### config.mk
export PLATFORM = sky130hd
export DESIGN_NAME = snowbro2_sndbus
export DESIGN_NICKNAME = d
export VERILOG_FILES = /design/src/rtl/snowbro2_sndbus.sv
export SDC_FILE = /design/constraint.sdc
export NUM_CORES = 1
export LEC_CHECK = 0
export ABC_AREA = 1
export BUFFER_PORTS_ARGS = -buffer_cell sky130_fd_sc_hd__buf_2
export CORE_ASPECT_RATIO = 0.9
export CORE_UTILIZATION = 63
export DETAILED_ROUTE_END_ITERATION = 8
export PLACE_DENSITY = 0.87
export SLEW_MARGIN = 20
export SYNTH_ARGS = -nofsm -noshare
export SYNTH_HDL_FRONTEND = slang
export SYNTH_SLANG_ARGS = --single-unit
### constraint.sdc
create_clock -name CLK96 -period 4 [get_ports CLK96]
set_input_delay 1 -clock CLK96 [delete_from_list [all_inputs] [get_ports CLK96]]
set_output_delay 1 -clock CLK96 [all_outputs]
set_load 0.01 [all_outputs]
### src/rtl/snowbro2_sndbus.sv
// Sound-bus front end: CPU strobes in, YM2151/OKI M6295 chip-side write sequencing out.
// YM2151 writes are queued and drained by a busy-aware sequencer; all logic is on CLK96.
module snowbro2_sndbus #(
    parameter int FIFO_AW     = 3,
    parameter int WR_HOLD     = 4,
    parameter int BUSY_SETTLE = 8,
    parameter int BUSY_TMO    = 1023
) (
    input  logic       CLK96,
    input  logic       RESET96_N,
    input  logic       CPU_WR,
    input  logic       CPU_RD,
    input  logic [1:0] CPU_ADDR,
    input  logic [7:0] CPU_DIN,
    output logic [7:0] CPU_DOUT,
    output logic       CPU_WAIT,
    output logic       YM2151_CS,
    output logic       YM2151_WE,
    output logic       YM2151_WR_CMD,
    output logic [7:0] YM2151_DIN,
    input  logic [7:0] YM2151_DOUT,
    output logic       OKI_WE,
    output logic [7:0] OKI_DIN,
    input  logic [7:0] OKI_DOUT,
    output logic       OKI_BANK,
    output logic       DROP
);

    localparam int DEPTH = 1 << FIFO_AW;

    // One shared down-the-line counter width covers hold, settle and busy-timeout counts.
    localparam int CNT_MAX = (BUSY_TMO > BUSY_SETTLE)
                           ? ((BUSY_TMO > WR_HOLD) ? BUSY_TMO : WR_HOLD)
                           : ((BUSY_SETTLE > WR_HOLD) ? BUSY_SETTLE : WR_HOLD);
    localparam int CW = $clog2(CNT_MAX + 1);

    localparam logic [CW-1:0] HOLD_LAST   = CW'(WR_HOLD - 1);
    localparam logic [CW-1:0] SETTLE_LAST = CW'(BUSY_SETTLE - 1);
    localparam logic [CW-1:0] TMO_LAST    = CW'(BUSY_TMO);

    localparam logic [1:0] ST_IDLE   = 2'd0;
    localparam logic [1:0] ST_CHECK  = 2'd1;
    localparam logic [1:0] ST_STROBE = 2'd2;
    localparam logic [1:0] ST_SETTLE = 2'd3;

    logic [1:0]       state;
    logic [CW-1:0]    ym_cnt;
    logic [CW-1:0]    oki_cnt;

    logic [8:0]       fifo_mem [DEPTH];
    logic [FIFO_AW:0] wr_ptr;
    logic [FIFO_AW:0] rd_ptr;
    logic [8:0]       fifo_head;
    logic             fifo_empty;
    logic             fifo_full;
    logic             fifo_push;
    logic             fifo_pop;

    logic             ym_wr_req;
    logic             oki_wr_req;
    logic             ym_go;
    logic             ym_pending;

    assign fifo_empty = (wr_ptr == rd_ptr);
    assign fifo_full  = (wr_ptr[FIFO_AW-1:0] == rd_ptr[FIFO_AW-1:0]) &&
                        (wr_ptr[FIFO_AW] != rd_ptr[FIFO_AW]);
    assign fifo_head  = fifo_mem[rd_ptr[FIFO_AW-1:0]];

    assign ym_wr_req  = CPU_WR && !CPU_ADDR[1];
    assign oki_wr_req = CPU_WR && (CPU_ADDR == 2'd2);

    // Address writes never wait on busy; data writes wait for busy low or the timeout.
    assign ym_go      = !fifo_head[8] || !YM2151_DOUT[7] || (ym_cnt == TMO_LAST);
    assign fifo_pop   = (state == ST_CHECK) && ym_go;
    assign fifo_push  = ym_wr_req && (!fifo_full || fifo_pop);
    assign ym_pending = !fifo_empty || (state != ST_IDLE);

    always_comb begin
        // NOTE: default assignment first so no path through the block leaves CPU_WAIT unassigned (no latch).
        CPU_WAIT = 1'b0;
        case (CPU_ADDR)
            2'd0, 2'd1: CPU_WAIT = fifo_full;
            2'd2:       CPU_WAIT = !OKI_WE;
            default:    CPU_WAIT = 1'b0;
        endcase
    end

    // NOTE: the storage array has no reset; resetting the pointers is what discards its contents.
    always_ff @(posedge CLK96) begin
        if (fifo_push) begin
            fifo_mem[wr_ptr[FIFO_AW-1:0]] <= {CPU_ADDR[0], CPU_DIN};
        end
    end

    // NOTE: all sequential state uses non-blocking assignments so every register samples pre-edge values.
    always_ff @(posedge CLK96 or negedge RESET96_N) begin
        if (!RESET96_N) begin
            wr_ptr <= '0;
            rd_ptr <= '0;
        end else begin
            if (fifo_push) wr_ptr <= wr_ptr + 1'b1;
            if (fifo_pop)  rd_ptr <= rd_ptr + 1'b1;
        end
    end

    always_ff @(posedge CLK96 or negedge RESET96_N) begin
        if (!RESET96_N) begin
            state         <= ST_IDLE;
            ym_cnt        <= '0;
            YM2151_CS     <= 1'b0;
            YM2151_WE     <= 1'b1;
            YM2151_WR_CMD <= 1'b0;
            YM2151_DIN    <= 8'd0;
        end else begin
            case (state)
                ST_IDLE: begin
                    if (!fifo_empty) begin
                        state  <= ST_CHECK;
                        ym_cnt <= '0;
                    end
                end
                ST_CHECK: begin
                    if (ym_go) begin
                        state         <= ST_STROBE;
                        ym_cnt        <= '0;
                        YM2151_CS     <= 1'b1;
                        YM2151_WE     <= 1'b0;
                        YM2151_WR_CMD <= fifo_head[8];
                        YM2151_DIN    <= fifo_head[7:0];
                    end else begin
                        ym_cnt <= ym_cnt + 1'b1;
                    end
                end
                ST_STROBE: begin
                    // DIN/WR_CMD are left untouched here so they outlive the strobe.
                    if (ym_cnt == HOLD_LAST) begin
                        YM2151_CS <= 1'b0;
                        YM2151_WE <= 1'b1;
                        ym_cnt    <= '0;
                        state     <= YM2151_WR_CMD ? ST_SETTLE : ST_IDLE;
                    end else begin
                        ym_cnt <= ym_cnt + 1'b1;
                    end
                end
                default: begin
                    if (ym_cnt == SETTLE_LAST) begin
                        state  <= ST_IDLE;
                        ym_cnt <= '0;
                    end else begin
                        ym_cnt <= ym_cnt + 1'b1;
                    end
                end
            endcase
        end
    end

    always_ff @(posedge CLK96 or negedge RESET96_N) begin
        if (!RESET96_N) begin
            OKI_WE   <= 1'b1;
            OKI_DIN  <= 8'd0;
            oki_cnt  <= '0;
            OKI_BANK <= 1'b0;
        end else begin
            if (oki_wr_req && OKI_WE) begin
                OKI_WE  <= 1'b0;
                OKI_DIN <= CPU_DIN;
                oki_cnt <= '0;
            end else if (!OKI_WE) begin
                if (oki_cnt == HOLD_LAST) begin
                    OKI_WE <= 1'b1;
                end else begin
                    oki_cnt <= oki_cnt + 1'b1;
                end
            end
            if (CPU_WR && (CPU_ADDR == 2'd3)) begin
                OKI_BANK <= CPU_DIN[0];
            end
        end
    end

    always_ff @(posedge CLK96 or negedge RESET96_N) begin
        if (!RESET96_N) begin
            DROP     <= 1'b0;
            CPU_DOUT <= 8'd0;
        end else begin
            if ((ym_wr_req && !fifo_push) || (oki_wr_req && !OKI_WE)) begin
                DROP <= 1'b1;
            end
            if (CPU_RD) begin
                case (CPU_ADDR)
                    2'd0, 2'd1: CPU_DOUT <= {YM2151_DOUT[7] | ym_pending, YM2151_DOUT[6:0]};
                    2'd2:       CPU_DOUT <= OKI_DOUT;
                    default:    CPU_DOUT <= {7'd0, OKI_BANK};
                endcase
            end
        end
    end

endmodule
==> flow_summary.ini <==
[sta]
hold_slack_ns = 0.4690
post-route-period-util = 0.8381
clock_skew_ns = 0.01039
finalCriticalPeriod_ns = 3.352
setup_tns_ns = 0
hold_viol = 0
grt_setup_unrepaired = false
setup_viol_count_final = 0
slew_headroom = 0.3647
slew_viol_final = 0
tightest_slew_ns = 0.9530
fmax_mhz = 298.3

[worst_setup_path]
cp_cell_sequence = inv_1 > nand2_1 > a21oi_2 > nand2_4 > nor2_4 > nand2_1 > nand2_1 > buf_2
worstSetupPathType = register to output pin
cp.required_ns = 3.00
crit_fanout = 16
startpoint_type = register
crit_path_end_kind = output pin
cp_top_family = flip-flops
critPathLaunch = rd_ptr[1]$_DFFE_PN0P_
r2r_setup_slack_ns = 0.95
r2r_end = fifo_mem[3][8]$_DFFE_PP_
crit_arrival_ns = 2.35
rr_startpoint = rd_ptr[1]$_DFFE_PN0P_
crit_slowest_cell = dfrtp_1
rr_worst_depth = 10
critPathMostFrequentCell = nand2_1
cp.buffers_inverters = 2
critPathMaxStageDelay_ns = 0.57

[layout]
area_delta_synth_final_pct = 14.89
layout.nets = 675
drive_above_1_share = 0.2200
final_area_um2 = 6960
antennaDiodeCount = 0
n_fill_cell = 560

[worst_hold_path]
hold_class = register to register
hold_start = YM2151_WE$_DFFE_PN1P_
hold_depth = 2
worstHoldEndpoint = YM2151_WE$_DFFE_PN1P_

[placed_design]
place_area_um2 = 6430
dp_hpwl_um = 8627
io_buffers = 60
gp_congestion = 0.8917

[floorplan]
die_w_um = 105.4
dieArea_um2 = 10010
io_pins = 61
die_y_um = 95.03
core_um2 = 9208
floorplan.initialDensity = 0.6580
rows = 33

[route]
first_pass_iters = 5
drc_errors = 0
drtIter0Drc = 473
detail-route-antenna-nets = 0
wl_per_cell_um = 16.79
vias = 4470
wirelength_um = 12960
vias_per_cell = 5.790

[synthesis]
syn_inst = 573
avgSynthCellArea_um2 = 10.57
ys_ff_latch = 132
ys_types = 44
synth_ff_type = edfxtp_1
syn_nets = 611
ys_async_sr_fraction = 0.4545
yosys_warnings = 0
netlist_area_um2 = 6058
yosysSeqAreaShare = 0.6051
synth_edf_count = 72

[power_and_ir_drop]
pwr-share-comb = 0.320
leakagePower_nw = 2.920
ir_worst_vdd_v = 0.0004233
power_per_cell_area_nw_per_um2 = 687.1
p_int_mw = 3.005
p_seq_frac = 0.390
power.total_mw = 4.783
p_clk_frac = 0.291
power_switching_mw = 1.778
swShare = 0.3717

[clock_tree]
ctsResizeCount = 0
clock_latency_ns = 0.53
cts_made_buffers = 17
clk_path_buf_depth = 2
clkTransAtPathRegs_ns = 0.05
cts_tree = yes
root_buffer = clkbuf_8
postCtsSetupBuffers = 0
hold_buffers = 0
cts.sinks = 132
htree_levels = 4

[global_route]
grt_util_all_layers = 0.2774
grt_overflow = 0
antenna_found_initial = 0
grt_pass1_wl_um = 20770
grt_pass1_vias = 4268
grt_max_degree = 45

[run]
maxCapViolations = 0

[status]
outcome = finished, final reports clean
-- cell usage in the layout, fill, tap and decap left out, drive strengths merged, types with 4 or more instances in the layout --
cell,instances
nand2,152
nand4,10
a31oi,10
clkinvlp,4
buf,63
dfrtp,58
nor2,47
xor2,13
nor3,11
clkinv,4
a21oi,6
ha,8
nand3,43
o221ai,7
inv,45
edfxtp,72
clkbuf,23
o21ai,50
o31ai,5
xnor2,6
-- through the flow --
stage            util  instances  worst slack, ns
5_1_grt        0.7559        772           0.4924
3_3_place_gp   0.6983        740            1.081
6_report       0.7559        772           0.6475
4_1_cts        0.7559        772           0.6406
3_5_place_dp   0.6983        740            1.007
2_1_floorplan       -        573            1.393
-- cell type report --
type	count	area [um2]	share of cell area
clock buffers	23	446.7	0.06417
clock inverters	9	83.83	0.01204
inverters	45	168.9	0.02427
multi-input cells	378	2120	0.3045
flip-flops and latches	132	3666	0.5267
well taps	122	152.6	0.02193
repair buffers	63	322.8	0.04638
-- state kept, by name, summed over array words and instances (netlist names) --
| signal | flops |
|---|---|
| ym_cnt | 10 |
| YM2151_DIN | 8 |
| oki_cnt | 10 |
| state | 2 |
| wr_ptr | 4 |
| YM2151_WE | 1 |
| rd_ptr | 4 |
| CPU_DOUT | 8 |
| OKI_WE | 1 |
| fifo_mem | 72 |
| YM2151_WR_CMD | 1 |
| OKI_DIN | 8 |
| OKI_BANK | 1 |
| DROP | 1 |
| YM2151_CS | 1 |
-- worst min-delay path, stage by stage, from the launching register on --
cell and delay [ns]:
dfstp_2 0.37, nand2_1 0.05, nand2_1 0.05
-- per-layer routing --
metal	GRT usage	up-vias	wire, um
li1	-	2091	-
met1	0.3666	2142	5323
met2	0.4501	215	6371
met3	0.06699	22	1050
met4	0.1103	0	218
met5	0	-	0
-- cells in the mapped netlist, drive strengths merged (5+ instances only) --
master	count	area [um2]
a21oi	6	41.29
o21ai	50	314.0
edfxtp	72	2162
a31oi	10	62.56
nand4	10	75.07
nor3	11	75.07
o31ai	5	51.30
xnor2	6	52.55
dfrtp	58	1451
xor2	13	128.9
buf	8	66.31
clkbuf	10	37.54
nand3	43	250.2
o221ai	7	61.31
inv	45	168.9
nor2	47	196.4
nand2	152	638.1
ha	8	100.1
-- worst max path at each step --
stage	endpoint	slack [ns]	cells after the start
2_1_floorplan	CPU_WAIT	1.39	5
3_3_place_gp	CPU_WAIT	1.08	5
3_5_place_dp	CPU_WAIT	1.01	6
4_1_cts	CPU_WAIT	0.64	8
5_1_grt	CPU_WAIT	0.49	8
6_report	CPU_WAIT	0.65	8
-- power groups by stage --
stage	clock, mW	sequential [mW]	combinational [mW]
global placement	0	1.87	1.43
finish	1.39	1.86	1.53
global route	1.45	1.89	1.70
CTS	1.40	1.86	1.52
floorplan	0	1.86	1.14
detailed placement	0	1.88	1.50
-- cell families (layout without fill, tap and decap cells) --
kind of cell,after synthesis,after routing,share of synthesized area
AOI/OAI and AO/OA,82,82,0.09232
adders and majority gates,8,8,0.01652
buffers and inverters,63,140,0.04502
and+or+nand+nor,268,268,0.2094
DFF,132,132,0.6051
muxes,1,1,0.001652
xor gates and xnor gates,19,19,0.02995
Note: power is estimated with default switching activity, not from simulation.
